**src/rtl/serial_subtractor.sv**
```systemverilog
// Bit-serial subtractor: captures a, b and borrow-in on start, then resolves one
// difference bit per clock (LSB first) and publishes diff/bout together on completion.
module serial_subtractor #(
   parameter int WIDTH = 8
) (
   input  logic             clk,
   input  logic             rst,
   input  logic             start,
   input  logic [WIDTH-1:0] a,
   input  logic [WIDTH-1:0] b,
   input  logic             bin,
   output logic             busy,
   output logic             done,
   output logic [WIDTH-1:0] diff,
   output logic             bout
);

   localparam int CW = $clog2(WIDTH);

   typedef enum logic [1:0] {
      S_IDLE,
      S_RUN,
      S_DONE
   } state_t;

   state_t           state_q, state_d;
   logic [WIDTH-1:0] a_sh_q, a_sh_d;
   logic [WIDTH-1:0] b_sh_q, b_sh_d;
   logic [WIDTH-1:0] res_q, res_d;
   logic [WIDTH-1:0] diff_q, diff_d;
   logic             br_q, br_d;
   logic             bout_q, bout_d;
   logic [CW-1:0]    cnt_q, cnt_d;
   logic             d_bit;
   logic             br_next;

   // One full-subtractor cell, fed by the LSBs of the operand shift registers.
   assign d_bit   = a_sh_q[0] ^ b_sh_q[0] ^ br_q;
   assign br_next = (~a_sh_q[0] & b_sh_q[0]) | (~(a_sh_q[0] ^ b_sh_q[0]) & br_q);

   // NOTE: every signal gets a hold default before the case so no path leaves one
   // unassigned; otherwise synthesis would infer a latch to remember the old value.
   always_comb begin
      state_d = state_q;
      a_sh_d  = a_sh_q;
      b_sh_d  = b_sh_q;
      res_d   = res_q;
      diff_d  = diff_q;
      br_d    = br_q;
      bout_d  = bout_q;
      cnt_d   = cnt_q;

      case (state_q)
         S_IDLE: begin
            if (start) begin
               a_sh_d  = a;
               b_sh_d  = b;
               br_d    = bin;
               res_d   = '0;
               cnt_d   = '0;
               state_d = S_RUN;
            end
         end
         S_RUN: begin
            res_d  = {d_bit, res_q[WIDTH-1:1]};
            a_sh_d = a_sh_q >> 1;
            b_sh_d = b_sh_q >> 1;
            br_d   = br_next;
            cnt_d  = cnt_q + CW'(1);
            // The last bit is folded straight into diff so it never shows a partial word.
            if (cnt_q == CW'(WIDTH - 1)) begin
               diff_d  = {d_bit, res_q[WIDTH-1:1]};
               bout_d  = br_next;
               state_d = S_DONE;
            end
         end
         S_DONE: begin
            state_d = S_IDLE;
         end
         default: begin
            state_d = S_IDLE;
         end
      endcase
   end

   // NOTE: state uses non-blocking assignments so every flop samples the values from
   // before the edge; blocking here would create ordering-dependent races.
   always_ff @(posedge clk or posedge rst) begin
      if (rst) begin
         state_q <= S_IDLE;
         a_sh_q  <= '0;
         b_sh_q  <= '0;
         res_q   <= '0;
         diff_q  <= '0;
         br_q    <= 1'b0;
         bout_q  <= 1'b0;
         cnt_q   <= '0;
      end else begin
         state_q <= state_d;
         a_sh_q  <= a_sh_d;
         b_sh_q  <= b_sh_d;
         res_q   <= res_d;
         diff_q  <= diff_d;
         br_q    <= br_d;
         bout_q  <= bout_d;
         cnt_q   <= cnt_d;
      end
   end

   assign busy = (state_q == S_RUN);
   assign done = (state_q == S_DONE);
   assign diff = diff_q;
   assign bout = bout_q;

endmodule
```
**config.mk**
```make
export PLATFORM = sky130hd
export DESIGN_NAME = serial_subtractor
export DESIGN_NICKNAME = d
export VERILOG_FILES = /design/src/rtl/serial_subtractor.sv
export SDC_FILE = /design/constraint.sdc
export NUM_CORES = 1
export LEC_CHECK = 0
export ABC_AREA = 1
export CAP_MARGIN = 10
export CORE_ASPECT_RATIO = 0.9
export CORE_UTILIZATION = 47
export DETAILED_ROUTE_END_ITERATION = 8
export GPL_TIMING_DRIVEN = 0
export PLACE_DENSITY_LB_ADDON = 0.2
export SLEW_MARGIN = 20
export SYNTH_ARGS = -nofsm -noshare
export SYNTH_HDL_FRONTEND = slang
export SYNTH_SLANG_ARGS = --single-unit
export TNS_END_PERCENT = 100
```
**constraint.sdc**
```tcl
create_clock -name clk -period 1.3 [get_ports clk]
set_clock_uncertainty 0.1 [all_clocks]
set_input_delay 0.13 -clock clk [delete_from_list [all_inputs] [get_ports clk]]
set_output_delay 0.13 -clock clk [all_outputs]
set_load 0.01 [all_outputs]
```
Yosys cells after proc, flatten, opt, wreduce, memory -nomap -nowiden
Index checks and enable logic that the tools add are counted.

Add/subtract/negate cells: 1. Eq/ne operators: 5. Multiplexer cells: 13. Bitwise operators: 7. Reduce and logical (&&, ||, !) cells: 5.

Operator list (count): $pmux W8 S2 (3); $mux W8 (3); $pmux W3 S2 (1); $reduce_and A2 Y1 (3); $mux W2 (2); $pmux W2 S2 (1); $add A3 B1 Y3 const B (1); $eq A3 B3 Y1 const B (1); $mux W3 (1); $and A1 B1 Y1 (2); $eq A2 B1 Y1 const B (1); $eq A2 B2 Y1 const B (1); $logic_not A2 Y1 (1); $ne A2 B1 Y1 const B (1); $ne A2 B2 Y1 const B (1); $not A1 Y1 (2); $pmux W1 S2 (1); $reduce_bool A2 Y1 (1); $xor A1 B1 Y1 (2); $mux W1 (1); $or A1 B1 Y1 (1).

Register bits: 39. Output and inout bits: 11. Word-level logic and storage cells: 39.

Depth between registers and ports, before layout
Gate-level depths: netlist of run 1.

Depth in word-level cells: 5. Gate-level depth with buffers: 7.

Worst setup path before layout of run 1
No wires, ideal clock.

Kind: reg2reg. Start point: reg cnt_q[0]. End point: reg bout_q (netlist: bout). Arrival: 1.165 ns. Slack: -0.039 ns. Cell stages (with the launch flop): 7. Period minus slack after synthesis: 1.339 ns. Cell sequence: dfrtp_1 ha_1 ha_1 nand2_4 buf_6 nand2_1 o21ai_2.

Longest elaborated chain between the ends: 2.

RTL lines: start, declared (RTL line 33) `logic [CW-1:0] cnt_q, cnt_d;`; start signal, assigned (RTL line 106) `cnt_q <= cnt_d;`; $eq A3 B3 Y1 (RTL line 71) `if (cnt_q == CW'(WIDTH - 1)) begin`; $reduce_and A2 Y1 (no line); end signal, assigned (RTL line 105) `bout_q <= bout_d;`; end, declared (RTL line 32) `logic bout_q, bout_d;`.

Every way passes these cells. A chain may end at the register's enable or synchronous reset.

Worst setup path in the final report of run 1
Start point: reg cnt_q[0]. End point: reg diff_q[7] (netlist: diff[7]).

Longest elaborated chain between the ends: 2.

RTL lines: $eq A3 B3 Y1 (RTL line 71); $reduce_and A2 Y1 (no line); end signal, assigned (RTL line 103) `diff_q <= diff_d;`; end, declared (RTL line 30) `logic [WIDTH-1:0] diff_q, diff_d;`.

Every way passes these cells.

==> flow_metrics.env, run 1 <==
export IMPL_status="finished, violations left"
export IMPL_violations="hold timing, setup timing"
export IMPL_synthesis_area_um2=1850
export IMPL_fin_crit_ps=1380
export IMPL_vias_per_cell=4.84
export IMPL_antenna_found_initial=0
export IMPL_holdCritPathClass="in -> async"
export IMPL_timing_critical_path_buf_inv=2
export IMPL_ff2ff_setup_slack_ps=-80
export IMPL_core_um2=3730
export IMPL_fin_crit_sh_pct=106
export IMPL_critical_path_slowest_cell="dfrtp_1"
export IMPL_finalSetupViolCount=24
export IMPL_grt_usage_pct=22.7
export IMPL_worst_setup_path_end_kind="register"
export IMPL_maxCapViolCount=0
export IMPL_power_per_cell_area_nw_per_um2=2250
export IMPL_cp_slowest_stage_delay_ps=390
export IMPL_setup_tns_ps=-1130
export IMPL_syn_num_nets=242
export IMPL_gp_congestion=0.770
export IMPL_drc=0
export IMPL_critPathArrivalTime_ps=1470
export IMPL_hold_ws_ps=-5.96
export IMPL_path_clk_slew_ps=80
export IMPL_drt_pass1_iterations=4
export IMPL_yosys_top_cells_area="dfrtp_1 52%, nand2_1 14%, nand3_1 8.7%"
export IMPL_cts_buffer_depth=2
export IMPL_crit_start="cnt_q[0]"
export IMPL_maxSlewViolCount=0
export IMPL_worstReg2RegStart="cnt_q[0]"
export IMPL_synthToLayoutAreaGrowth_pct=53.3
export IMPL_rows=21
export IMPL_nets=310
export IMPL_tightest_slew_ps=297
export IMPL_grt_remaining_overflow=0
export IMPL_vias=1613
export IMPL_cp_cell_sequence="ha_2 > ha_4 > nand2_8 > buf_4 > inv_1 > nand2_1 > nand2_2"
export IMPL_grt_pass1_vias=1381
export IMPL_netlist_instances=219
export IMPL_crit_fanout=4
export IMPL_power_total_w=0.00637
export IMPL_start_util_pct=49.5
export IMPL_reg2reg_to="diff[7]"
export IMPL_layout_common_cells="49 x nand2_1, 38 x inv_1, 37 x dfrtp_1, 27 x nand3_1, 21 x buf_4"
export IMPL_antenna_cells=0
export IMPL_final_common_cell="nand2_1"
export IMPL_numCtsBuffers=5
export IMPL_clk_latency_ps=300
export IMPL_yosys_warnings=0
export IMPL_start_kind="register"
export IMPL_wire_per_inst_um=13.8
export IMPL_h_tree_depth=2
export IMPL_peakVddDrop_mv=1.25
export IMPL_finalWirelength_um=4590
export IMPL_worst_slack_ps=-76.5
export IMPL_grt_setup_unrepaired="true"
export IMPL_slew_headroom_pct=80.2
export IMPL_fin_cells=333
export IMPL_post_route_util_pct=75.8
export IMPL_cp_top_family="flip-flops"
export IMPL_hpwlAfterDp_um=2490
export IMPL_seq_power_share_pct=32.3
export IMPL_die_h_um=61.4
export IMPL_pin_count=31
export IMPL_crit_type="reg -> reg"
export IMPL_p_int_w=0.00384
export IMPL_die_w_um=68.1
export IMPL_yosys_cell_types_count=21
export IMPL_drtIter0Drc=53
export IMPL_yosysTopAreaCell="dfrtp_1"
export IMPL_pwr_share_comb_pct=55.5
export IMPL_port_buffers=30
export IMPL_cts_sinks=38
export IMPL_final_antenna_net_count=0
export IMPL_place_inst=296
export IMPL_leakagePower_nw=1.48
export IMPL_seq_area_um2=952
export IMPL_tritoncts="done"
export IMPL_cp_required_ps=1390
export IMPL_fillers=260
export IMPL_layout_drive_gt1_share_pct=34.5
export IMPL_seq_area_frac_synth_pct=51.5
export IMPL_grt_pass1_wl_um=6640
export IMPL_cts_root_buf="clkbuf_8"
export IMPL_p_sw_w=0.00253
export IMPL_hold_violations=12
export IMPL_die_area_um2=4180
export IMPL_sw_frac_of_total_pct=39.7
export IMPL_fmax_ghz=0.726
export IMPL_ys_seq_elements=38
export IMPL_ff2ff_path_depth=7
export IMPL_multi_input_comb_area_um2=833
export IMPL_pwr_share_clk_pct=12.1
export IMPL_cp_endpoint="diff[7]"
export IMPL_grt_max_degree=27
export IMPL_syn_avg_cell_area_um2=8.43
export IMPL_path_depth=7
export IMPL_yosys_area_top_type_share_pct=51.5
==> area by class of cell <==
type	count	area share [%]
inverters	42	6.10
repair buffers	61	21.5
clock buffers	7	2.70
plain buffers	9	4.51
multi-input cells	130	29.5
flip-flops and latches	38	33.7
well taps	46	2.03
==> metal layers <==
metal	track usage, %	vias to the layer above	share of wire, %
met1	32.5	772	45
met3	5.00	6	4.7
met2	32.6	31	49
li1	-	804	-
met4	11.0	0	1.3
met5	0	-	0
==> worst register-to-register path: stages, from the launching register on <==
cell     delay [ps]
dfrtp_1         390
ha_2            200
ha_4            180
nand2_8          90
buf_4           130
inv_1            50
nand2_1          70
nand2_2          50
==> cells by family (layout without fill, tap and decap cells) <==
kind of cell / count (synthesis) / in the layout / share of synthesized area, %
fa+ha+maj: 3 / 3 / 2.44
flops: 38 / 38 / 51.5
buf+inv: 51 / 119 / 12.4
compound gates: 19 / 19 / 6.98
simple gates: 108 / 108 / 26.6
==> Yosys cell counts <==
| library cell | n |
|---|---|
| nand2_1 | 67 |
| inv_1 | 39 |
| dfrtp_1 | 38 |
| nand3_1 | 32 |
| o21ai_2 | 8 |
| o21ai_1 | 6 |
| buf_4 | 4 |
| nor2_1 | 4 |
| nand2_4 | 3 |
| o21ai_0 | 3 |
| buf_2 | 2 |
| buf_6 | 2 |
| ha_1 | 2 |
| inv_4 | 2 |
| a21oi_1 | 1 |
| a21oi_2 | 1 |
| buf_1 | 1 |
| fa_1 | 1 |
| inv_2 | 1 |
| nand2_8 | 1 |
| nor2_4 | 1 |
==> registers in the layout (all words and copies together) (netlist names) <==
signal / cells
a_sh_q: 8
res_q: 7
cnt_q: 3
bout: 1
br_q: 1
state_q: 2
diff: 8
b_sh_q: 8
==> worst min-delay path by stage <==
stage / depth (start not counted) / end / slack, ps / startpoint
2_1_floorplan: 2 / a_sh_q[7] / 160 / a[7]
3_3_place_gp: 2 / cnt_q[1] / 360 / cnt_q[1]
3_5_place_dp: 2 / res_q[2] / 320 / rst
4_1_cts: 2 / diff[4] / 1 / rst
5_1_grt: 2 / res_q[4] / 30 / rst
6_report: 2 / res_q[4] / -6 / rst
==> power by group through the flow <==
stage	combinational [W]	clock [W]	sequential (W)
2_1_floorplan	0.00164	0	0.00203
3_3_place_gp	0.00233	0	0.00201
3_5_place_dp	0.00240	0	0.00201
4_1_cts	0.00297	0.000773	0.00202
5_1_grt	0.00385	0.000844	0.00211
6_report	0.00354	0.000774	0.00206
==> what timing repair did <==
| item | in CTS | in global routing |
|---|---|---|
| gates resized for setup | 56 | 40 |
| hold buffers | 0 | 0 |
| gates cloned | 2 | 1 |
| buffers inserted | 18 | 10 |
| endpoints found under the setup margin | 36 | 39 |
| pin swaps | 18 | 7 |
==> metrics by stage <==
step | hold WS [ps] | instance area (um^2) | setup WS (ps)
after floorplan | 157 | 1850 | 15.1
after global placement | 360 | 2210 | -650
after detailed placement | 316 | 2230 | -404
after CTS | 1.03 | 2600 | -81.8
after global routing | 26.8 | 2830 | -130
final | -5.96 | 2830 | -76.5
(Power assumes the default switching activity.)
==> run 2, diff against run 1 <==
- RECOVER_POWER: not set -> 50
==> flow_metrics.env, run 2 (same netlist as run 1, synthesis figures left out) <==
export IMPL_status="finished, violations left"
export IMPL_violations="setup timing"
export IMPL_post_route_util_pct=75.5
export IMPL_h_tree_depth=2
export IMPL_vias=1616
export IMPL_cp_required_ps=1390
export IMPL_place_area_um2=2230
export IMPL_worst_setup_path_end_kind="register"
export IMPL_post_place_ws_ps=-404
export IMPL_cts_root_buf="clkbuf_8"
export IMPL_crit_fanout=4
export IMPL_grt_max_degree=27
export IMPL_vias_per_cell=4.85
export IMPL_antenna_cells=0
export IMPL_tightest_slew_ps=476
export IMPL_drc=0
export IMPL_worst_slack_ps=-76.5
export IMPL_die_area_um2=4180
export IMPL_grt_pass1_wl_um=6640
export IMPL_slew_headroom_pct=68.3
export IMPL_layout_common_cells="49 x nand2_1, 39 x inv_1, 37 x dfrtp_1, 27 x nand3_1, 22 x buf_4"
export IMPL_gp_congestion=0.770
export IMPL_start_util_pct=49.5
export IMPL_ff2ff_path_depth=7
export IMPL_holdCritPathClass="in -> async"
export IMPL_rows=21
export IMPL_fmax_ghz=0.727
export IMPL_antenna_found_initial=0
export IMPL_pin_count=31
export IMPL_fillers=261
export IMPL_hold_violations=0
export IMPL_cts_buffer_depth=2
export IMPL_die_w_um=68.1
export IMPL_leakagePower_nw=1.48
export IMPL_maxCapViolCount=0
export IMPL_finalWirelength_um=4600
export IMPL_power_total_w=0.00637
export IMPL_met1_usage_pct=32.5
export IMPL_ff2ff_setup_slack_ps=-80
export IMPL_fin_area_um2=2820
export IMPL_drtIter0Drc=76
export IMPL_hold_ws_ps=184
export IMPL_maxSlewViolCount=0
export IMPL_power_per_cell_area_nw_per_um2=2260
export IMPL_synthToLayoutAreaGrowth_pct=52.6
export IMPL_met2_usage_pct=32.6
export IMPL_grt_setup_unrepaired="true"
export IMPL_drt_pass1_iterations=4
export IMPL_hpwlAfterDp_um=2490
export IMPL_path_clk_slew_ps=80
export IMPL_met3_usage_pct=5.00
export IMPL_final_antenna_net_count=0
export IMPL_final_common_cell="nand2_1"
export IMPL_nets=310
export IMPL_crit_type="reg -> reg"
export IMPL_finalSetupViolCount=24
export IMPL_grt_usage_pct=22.7
export IMPL_fin_crit_ps=1380
export IMPL_grt_remaining_overflow=0
export IMPL_grt_busiest_layer="met2"
export IMPL_grt_pass1_vias=1381
export IMPL_port_buffers=30
export IMPL_layout_drive_gt1_share_pct=34.1
export IMPL_fin_crit_sh_pct=106
export IMPL_numCtsBuffers=5
export IMPL_die_h_um=61.4
export IMPL_clk_latency_ps=300
export IMPL_core_um2=3730
export IMPL_wire_per_inst_um=13.8
export IMPL_critPathArrivalTime_ps=1470
export IMPL_hold_buffers=0
export IMPL_cts_sinks=38
export IMPL_tritoncts="done"
export IMPL_start_kind="register"
export IMPL_peakVddDrop_mv=1.25
[run 2: cell count changes in the layout (fill, tap and decap cells not counted)]
cell	before	now
clkdlybuf4s50_1	19	18
buf_12	3	2
inv_2	1	0
inv_1	38	39
dlygate4sd3_1	0	1
buf_4	21	22
[run 2: metrics by stage]
stage / instances / setup TNS (ps)
2_1_floorplan: 219 / 0
3_3_place_gp: 295 / -27810
3_5_place_dp: 296 / -3470
4_1_cts: 323 / -531
5_1_grt: 333 / -2610
6_report: 333 / -1120
[run 2: cell type report]
type | instances | area, um^2 | share of cell area [%]
sequential | 38 | 952 | 33.8
clock buffer | 7 | 76.3 | 2.71
timing repair buffer | 61 | 597 | 21.2
multi-input combinational | 130 | 833 | 29.6
buffer | 9 | 128 | 4.53
tap | 46 | 57.6 | 2.04
inverter | 42 | 173 | 6.13
[run 2: path summary, 6_finish.rpt]
kind,start,to
max in group asynchronous,rst,state_q[1]
worst max-delay path,cnt_q[0],diff[7]
worst min-delay path,rst,res_q[4]
min in group clk,b[7],b_sh_q[7]
worst max register to register,cnt_q[0],diff[7]
worst min register to register,a_sh_q[3],a_sh_q[3]
[run 2: timing repair]
item / in CTS / in global routing
cloned: 2 / 1
gates resized for setup: 56 / 40
pin swaps: 18 / 7
setup endpoints to repair: 36 / 39
hold endpoints to repair: 0 / 0
buffers inserted: 18 / 10
[run 2: metal layers]
layer | part of all wire [%] | routed length, um
met5 | 0 | 0
met4 | 1.3 | 60
met3 | 4.5 | 206
met2 | 49 | 2250
met1 | 45 | 2080
[run 2: report_power, final]
part	leakage (nW)	switching, W	internal (W)
sequential	0.471	0.000338	0.00172
clock	0.0383	0.000404	0.000369
combinational	0.966	0.00179	0.00175
[run 2: worst max-delay path, cell delays in order, from the launching register on]
cell and delay (ps):
dfrtp_1 390, ha_2 200, ha_4 180, nand2_8 90, buf_4 130, inv_1 50
nand2_1 70, nand2_2 50
